**src/rtl/free_list_if.sv**
```systemverilog
// free_list_if
// Purpose: groups the rename-side allocation handshake and the commit-side
// reclaim signals of the physical-register free list into one bundle.
// Ports (signals):
//   alloc_valid_i  rename stage fires this cycle
//   alloc_req_i    per-slot "needs a destination preg"
//   alloc_ready_o  enough free entries for every requesting slot
//   preg_o         allocated preg per decode slot
//   commit_dest_i  per-slot "committing instruction had a destination"
//   free_i         per-slot "release old preg"
//   free_preg_i    old preg to release per commit slot
//   restore_i      pipeline flush, discard speculative allocations
//   free_count_o   number of entries currently free
// Modports: master = rename/commit logic, slave = free list.
interface free_list_if #(
   parameter int PHY_REG_NUM  = 64,
   parameter int DECODE_WIDTH = 2,
   parameter int COMMIT_WIDTH = 2
);
   localparam int PW = $clog2(PHY_REG_NUM);

   logic                                alloc_valid_i;
   logic [DECODE_WIDTH-1:0]             alloc_req_i;
   logic                                alloc_ready_o;
   logic [DECODE_WIDTH-1:0][PW-1:0]     preg_o;
   logic [COMMIT_WIDTH-1:0]             commit_dest_i;
   logic [COMMIT_WIDTH-1:0]             free_i;
   logic [COMMIT_WIDTH-1:0][PW-1:0]     free_preg_i;
   logic                                restore_i;
   logic [PW:0]                         free_count_o;

   modport master (
      output alloc_valid_i, alloc_req_i, commit_dest_i, free_i, free_preg_i, restore_i,
      input  alloc_ready_o, preg_o, free_count_o
   );

   modport slave (
      input  alloc_valid_i, alloc_req_i, commit_dest_i, free_i, free_preg_i, restore_i,
      output alloc_ready_o, preg_o, free_count_o
   );
endinterface

```
**src/rtl/free_list.sv**
```systemverilog
// free_list
// Purpose: circular FIFO of free physical-register IDs. Hands compacted free
// pregs to the rename stage, reclaims old pregs at commit, and keeps an
// architectural head so a flush returns every speculative allocation at once.
// Ports:
//   clk    clock
//   rst_n  synchronous active-low reset
//   bus    free_list_if.slave (allocation, commit/free, restore, count)
module free_list #(
   parameter int PHY_REG_NUM  = 64,
   parameter int DECODE_WIDTH = 2,
   parameter int COMMIT_WIDTH = 2
) (
   input  logic          clk,
   input  logic          rst_n,
   free_list_if.slave    bus
);
   localparam int PW   = $clog2(PHY_REG_NUM);
   localparam int PTRW = PW + 1;

   typedef logic [PTRW-1:0] ptr_t;

   localparam ptr_t MAX_FREE = ptr_t'(PHY_REG_NUM - 1);

   logic [PW-1:0] r_entry [PHY_REG_NUM];
   ptr_t          r_head;
   ptr_t          r_tail;
   ptr_t          r_archHead;

   ptr_t                    w_count;
   ptr_t                    w_specCount;
   ptr_t                    w_allocN;
   ptr_t                    w_freeN;
   ptr_t                    w_commitN;
   ptr_t                    w_rdPtr [DECODE_WIDTH];
   ptr_t                    w_wrPtr [COMMIT_WIDTH];
   logic [COMMIT_WIDTH-1:0] w_freeQual;
   logic                    w_ready;
   logic                    w_fire;

   // Pointers carry one extra wrap bit, so tail - head distinguishes a full
   // list (PHY_REG_NUM) from an empty one (0).
   // Each requesting slot reads the entry at head plus the number of
   // requesting slots below it, which compacts allocations toward the head.
   always_comb begin
      w_count     = r_tail - r_head;
      w_specCount = r_head - r_archHead;
      w_allocN    = '0;
      for (int i = 0; i < DECODE_WIDTH; i++) begin
         w_rdPtr[i] = r_head + w_allocN;
         if (bus.alloc_req_i[i]) begin
            w_allocN = w_allocN + ptr_t'(1);
         end
      end
      w_ready = (w_count >= w_allocN);
      w_fire  = bus.alloc_valid_i & w_ready & ~bus.restore_i;
   end

   // Freeing preg 0 is dropped; qualifying frees are packed onto the tail in
   // slot order.
   always_comb begin
      w_freeN   = '0;
      w_commitN = '0;
      for (int j = 0; j < COMMIT_WIDTH; j++) begin
         w_freeQual[j] = bus.free_i[j] & (bus.free_preg_i[j] != '0);
         w_wrPtr[j]    = r_tail + w_freeN;
         if (w_freeQual[j]) begin
            w_freeN = w_freeN + ptr_t'(1);
         end
         if (bus.commit_dest_i[j]) begin
            w_commitN = w_commitN + ptr_t'(1);
         end
      end
   end

   always_comb begin
      for (int i = 0; i < DECODE_WIDTH; i++) begin
         bus.preg_o[i] = r_entry[w_rdPtr[i][PW-1:0]];
      end
      bus.alloc_ready_o = w_ready;
      bus.free_count_o  = w_count;
   end

   // Reset seeds entry[i] = i+1; the truncating cast makes the last entry 0,
   // and tail stops one short of full so preg 0 is never handed out.
   // Restore takes priority over allocation and lands head on the new
   // architectural head, which already includes this cycle's commits.
   always_ff @(posedge clk) begin
      if (!rst_n) begin
         for (int i = 0; i < PHY_REG_NUM; i++) begin
            r_entry[i] <= PW'(i + 1);
         end
         r_head     <= '0;
         r_archHead <= '0;
         r_tail     <= MAX_FREE;
      end else begin
         for (int j = 0; j < COMMIT_WIDTH; j++) begin
            if (w_freeQual[j]) begin
               r_entry[w_wrPtr[j][PW-1:0]] <= bus.free_preg_i[j];
            end
         end
         r_tail     <= r_tail + w_freeN;
         r_archHead <= r_archHead + w_commitN;
         if (bus.restore_i) begin
            r_head <= r_archHead + w_commitN;
         end else if (w_fire) begin
            r_head <= r_head + w_allocN;
         end
      end
   end

   // Freeing into a list that cannot hold the extra entries would overwrite
   // live IDs.
   a_noOverflow: assert property (@(posedge clk) disable iff (!rst_n)
      (w_count + w_freeN) <= MAX_FREE);

   // Commits can only retire pregs that were already allocated.
   a_archBehindHead: assert property (@(posedge clk) disable iff (!rst_n)
      w_commitN <= w_specCount);
endmodule

```
**src/flat_wrapper.sv**
```systemverilog
// flat-port wrapper written by rule: the top's interface ports become plain ports
module free_list_flat 
#(
   parameter int PHY_REG_NUM  = 64,
   parameter int DECODE_WIDTH = 2,
   parameter int COMMIT_WIDTH = 2
)
  (clk, rst_n, bus_alloc_valid_i, bus_alloc_req_i, bus_commit_dest_i, bus_free_i, bus_free_preg_i, bus_restore_i, bus_alloc_ready_o, bus_preg_o, bus_free_count_o);
  free_list_if #(.PHY_REG_NUM(PHY_REG_NUM), .DECODE_WIDTH(DECODE_WIDTH), .COMMIT_WIDTH(COMMIT_WIDTH)) bus_i ();
  input  logic clk;
  input  logic rst_n;
  input wire logic [$bits(bus_i.alloc_valid_i)-1:0] bus_alloc_valid_i;
  input wire logic [$bits(bus_i.alloc_req_i)-1:0] bus_alloc_req_i;
  input wire logic [$bits(bus_i.commit_dest_i)-1:0] bus_commit_dest_i;
  input wire logic [$bits(bus_i.free_i)-1:0] bus_free_i;
  input wire logic [$bits(bus_i.free_preg_i)-1:0] bus_free_preg_i;
  input wire logic [$bits(bus_i.restore_i)-1:0] bus_restore_i;
  output wire logic [$bits(bus_i.alloc_ready_o)-1:0] bus_alloc_ready_o;
  output wire logic [$bits(bus_i.preg_o)-1:0] bus_preg_o;
  output wire logic [$bits(bus_i.free_count_o)-1:0] bus_free_count_o;
  assign bus_i.alloc_valid_i = bus_alloc_valid_i;
  assign bus_i.alloc_req_i = bus_alloc_req_i;
  assign bus_i.commit_dest_i = bus_commit_dest_i;
  assign bus_i.free_i = bus_free_i;
  assign bus_i.free_preg_i = bus_free_preg_i;
  assign bus_i.restore_i = bus_restore_i;
  assign bus_alloc_ready_o = bus_i.alloc_ready_o;
  assign bus_preg_o = bus_i.preg_o;
  assign bus_free_count_o = bus_i.free_count_o;
  free_list #(.PHY_REG_NUM(PHY_REG_NUM), .DECODE_WIDTH(DECODE_WIDTH), .COMMIT_WIDTH(COMMIT_WIDTH)) u_core (.clk(clk), .rst_n(rst_n), .bus(bus_i));
endmodule
```
**config.mk**
```make
export PLATFORM = sky130hd
export DESIGN_NAME = free_list_flat
export DESIGN_NICKNAME = d
export VERILOG_FILES = /design/src/rtl/free_list_if.sv /design/src/rtl/free_list.sv /design/src/flat_wrapper.sv
export SDC_FILE = /design/constraint.sdc
export NUM_CORES = 1
export LEC_CHECK = 0
export BUFFER_PORTS_ARGS = -buffer_cell sky130_fd_sc_hd__buf_2
export CAP_MARGIN = 20
export CORE_MARGIN = 1.5
export CORE_UTILIZATION = 26
export DETAILED_ROUTE_END_ITERATION = 7
export SLEW_MARGIN = 10
export SYNTH_ARGS = -nofsm -noshare
export SYNTH_HDL_FRONTEND = slang
export SYNTH_SLANG_ARGS = --single-unit
```
**constraint.sdc**
```tcl
create_clock -name clk -period 11.74 [get_ports clk]
set_clock_uncertainty 0.2 [all_clocks]
set_input_delay 1.761 -clock clk [delete_from_list [all_inputs] [get_ports clk]]
set_output_delay 1.761 -clock clk [all_outputs]
set_load 0.02 [all_outputs]
```
==> load_flow_metrics.sql <==
INSERT INTO impl_metrics (metric_group, metric, value, unit) VALUES
('cts', 'cts_buffer_depth', '3', ''),
('critical_path', 'setup.worst_path.end', 'bus_preg_o[7]', ''),
('synthesis', 'syn_area_per_cell', '12.0', 'sq um'),
('floorplanning', 'die_width', '322', 'um'),
('routing', 'routed_via_count', '21100', ''),
('timing', 'timing_max_transition_violations_final', '0', ''),
('global_route', 'grt.busiest_layer', 'met2', ''),
('global_route', 'first_global_vias', '19800', ''),
('floorplanning', 'area_of_the_placeable_core', '100000', 'sq um'),
('routing', 'ant_nets', '0', ''),
('critical_path', 'critical_path.startpoint', 'bus_alloc_req_i[0]', ''),
('synthesis', 'synth-edff-count', '384', ''),
('critical_path', 'crit_fanout', '60', ''),
('synthesis', 'synthMuxAreaShare', '0.238', ''),
('critical_path', 'endpoint_kind', 'output pin', ''),
('cts', 'clk_pin_slew_worst_paths', '0.05', 'ns'),
('critical_path', 'worst-r2r-setup-slack', '7.53', 'ns'),
('synthesis', 'postSynth.topFlopCell', 'sky130_fd_sc_hd__edfxtp_1', ''),
('cts', 'clock_sinks', '411', ''),
('synthesis', 'synth_top_family_by_area', 'multiplexers', ''),
('synthesis', 'yosys.area_share.adder', '0.0130', ''),
('timing', 'max_slew_margin', '0.205', ''),
('finish', 'fin_util', '0.292', ''),
('synthesis', 'synth_top_area_frac', '0.436', ''),
('synthesis', 'synth_cell_types', '64', ''),
('global_route', 'grt_start_max_net_pins', '61', ''),
('place', 'portBuffers', '41', ''),
('timing', 'worstMarginPinSlew', '1.19', 'ns'),
('place', 'placed_cells', '3403', ''),
('status', 'status', 'completed', ''),
('floorplanning', 'initial_core_util', '0.263', ''),
('floorplanning', 'rows', '116', ''),
('cts', 'post_cts_hold_buffer_count', '0', ''),
('cts', 'maximum_level_of_the_cts_h_tree', '2', ''),
('synthesis', 'netlist_instances', '2206', ''),
('timing', 'timing.final.crit_period', '7.26', 'ns'),
('synthesis', 'synth-simple-area-share', '0.122', ''),
('global_route', 'grt_antenna_before_repair', '10', ''),
('cts', 'cts_repair_resize_count', '0', ''),
('synthesis', 'synth-async-reset-ratio', '0', ''),
('finish', 'syn_to_final_growth', '10.8', '%'),
('synthesis', 'synth_compound_area_frac', '0.119', ''),
('critical_path', 'worst_ep_arrival_time', '5.30', 'ns'),
('timing', 'finalHoldWorstSlack', '0.347', 'ns'),
('finish', 'final_layout_size_suffix_gt1_frac', '0.230', ''),
('cts', 'number_of_cts_inserted_buffers', '47', ''),
('timing', 'fin_crit_sh', '0.618', ''),
('synthesis', 'post_synth_xor_area_fraction', '0.00696', ''),
('routing', 'vias_per_cell', '6.03', ''),
('global_route', 'use_met1', '0.249', ''),
('timing', 'setup-violations-final', '0', ''),
('synthesis', 'seq_area_frac_synth', '0.457', ''),
('synthesis', 'netlist.top_cell.by_area', 'sky130_fd_sc_hd__edfxtp_1', ''),
('critical_path', 'worst_setup_path_start_kind', 'input pin', ''),
('synthesis', 'yosys.cell_count.top_type', 'sky130_fd_sc_hd__edfxtp_1', ''),
('global_route', 'global_route.usage.total', '0.190', ''),
('routing', 'detailedRoute.firstIterationViolations', '3647', ''),
('cts', 'cts_tree', 'built', ''),
('place', 'place_worst_setup_slack', '4.53', 'ns'),
('routing', 'drt-pass1-iter-count', '6', ''),
('power', 'power_density', '154', 'nW/um^2'),
('routing', 'routedWlPerCell', '28.7', 'um'),
('critical_path', 'regToRegStartpoint', 'u_core.r_tail[1]$_SDFF_PN1_', ''),
('power', 'power.static_leakage', '8.22', 'nW'),
('finish', 'layoutNonFillerInstCount', '3493', ''),
('critical_path', 'worstReg2RegEnd', 'u_core.r_entry[58][4]$_DFFE_PP_', ''),
('synthesis', 'synth.net_count', '2253', ''),
('synthesis', 'synth_top_cells_by_count', 'sky130_fd_sc_hd__edfxtp_1, sky130_fd_sc_hd__mux4_2, sky130_fd_sc_hd__nor2_1', ''),
('synthesis', 'synth.yosys.warnings', '0', ''),
('timing', 'finalWorstSetupSlack', '4.48', 'ns'),
('critical_path', 'critPathRequiredTime', '9.78', 'ns');
==> cell usage in the layout, fill, tap and decap left out, types with 6 or more instances in the layout <==
cell type and n:
sky130_fd_sc_hd__a21oi_1 13, sky130_fd_sc_hd__a31oi_1 159, sky130_fd_sc_hd__and2_1 9, sky130_fd_sc_hd__and3_1 25, sky130_fd_sc_hd__buf_2 41, sky130_fd_sc_hd__buf_4 53
sky130_fd_sc_hd__clkbuf_1 11, sky130_fd_sc_hd__clkbuf_16 48, sky130_fd_sc_hd__clkinv_1 13, sky130_fd_sc_hd__clkinv_2 7, sky130_fd_sc_hd__dfxtp_1 24, sky130_fd_sc_hd__edfxtp_1 384
sky130_fd_sc_hd__ha_1 18, sky130_fd_sc_hd__inv_1 21, sky130_fd_sc_hd__mux2_2 41, sky130_fd_sc_hd__mux2i_1 19, sky130_fd_sc_hd__mux4_2 250, sky130_fd_sc_hd__nand2_1 183
sky130_fd_sc_hd__nand2b_1 6, sky130_fd_sc_hd__nand3_1 60, sky130_fd_sc_hd__nand4_1 28, sky130_fd_sc_hd__nor2_1 240, sky130_fd_sc_hd__nor2b_1 12, sky130_fd_sc_hd__nor3_1 41
sky130_fd_sc_hd__o211ai_1 59, sky130_fd_sc_hd__o21ai_0 69, sky130_fd_sc_hd__o31ai_1 105, sky130_fd_sc_hd__or2_2 14, sky130_fd_sc_hd__or3_1 55, sky130_fd_sc_hd__xnor2_1 8
sky130_fd_sc_hd__xor2_1 10
==> worst min-delay path by stage <==
stage / start / to / slack, ns / cells after the start
2_1_floorplan: u_core.r_archHead[6]$_SDFF_PN0_ / u_core.r_archHead[6]$_SDFF_PN0_ / 0.29 / 2
3_3_place_gp: u_core.r_archHead[6]$_SDFF_PN0_ / u_core.r_archHead[6]$_SDFF_PN0_ / 0.33 / 2
3_5_place_dp: u_core.r_archHead[6]$_SDFF_PN0_ / u_core.r_archHead[6]$_SDFF_PN0_ / 0.34 / 2
4_1_cts: u_core.r_archHead[6]$_SDFF_PN0_ / u_core.r_archHead[6]$_SDFF_PN0_ / 0.35 / 2
5_1_grt: u_core.r_head[6]$_SDFFE_PN0P_ / u_core.r_head[6]$_SDFFE_PN0P_ / 0.38 / 2
6_report: u_core.r_archHead[6]$_SDFF_PN0_ / u_core.r_archHead[6]$_SDFF_PN0_ / 0.35 / 2
==> power breakdown <==
part / switching [mW] / internal, mW
clock network: 0.635 / 0.858
registers: 0.0932 / 1.67
logic: 0.827 / 0.430
total: 1.56 / 2.95
==> state kept, by name, indices dropped and copies added, names as in the netlist, named ones only <==
| name | count |
|---|---|
| u_core.r_entry | 384 |
| u_core.r_archHead | 7 |
| u_core.r_head | 7 |
| u_core.r_tail | 7 |
==> cell families after synthesis <==
logic type,after synthesis
AND/OR/NAND/NOR,701
multiplexers,310
flip-flops,411
XOR/XNOR,21
adder cells (fa/ha/maj),25
AO/OA/AOI/OAI,463
buffers and inverters,275
==> worst max-delay path, stage by stage <==
cell	delay (ns)
sky130_fd_sc_hd__buf_2	0.14
sky130_fd_sc_hd__ha_4	0.18
sky130_fd_sc_hd__ha_4	0.61
sky130_fd_sc_hd__buf_4	0.78
sky130_fd_sc_hd__mux4_2	0.42
sky130_fd_sc_hd__mux4_2	0.63
sky130_fd_sc_hd__mux4_2	0.54
sky130_fd_sc_hd__buf_2	0.18
==> final cells by class <==
cell class | count | area [sq um]
sequential | 411 | 12100
fill | 10200 | 71200
inverter | 22 | 82.6
clock buffer | 59 | 1240
clock inverter | 28 | 267
tap | 1357 | 1700
timing repair buffer | 95 | 618
multi-input combinational | 1520 | 13300
antenna | 1 | 2.50
==> routing by layer <==
metal  share of wire  up-vias
met2            0.43     1692
met3            0.14      349
li1                -     8601
met4           0.063       12
met5         0.00093        -
met1            0.36    10400
==> through the flow <==
step / power [mW] / instance area (sq um)
finish: 4.51 / 29300
global route: 4.62 / 29300
global placement: 3.00 / 27700
floorplan: 2.60 / 26400
CTS: 4.48 / 29300
detailed placement: 3.01 / 27700
Power figures use the tool's default switching activity.
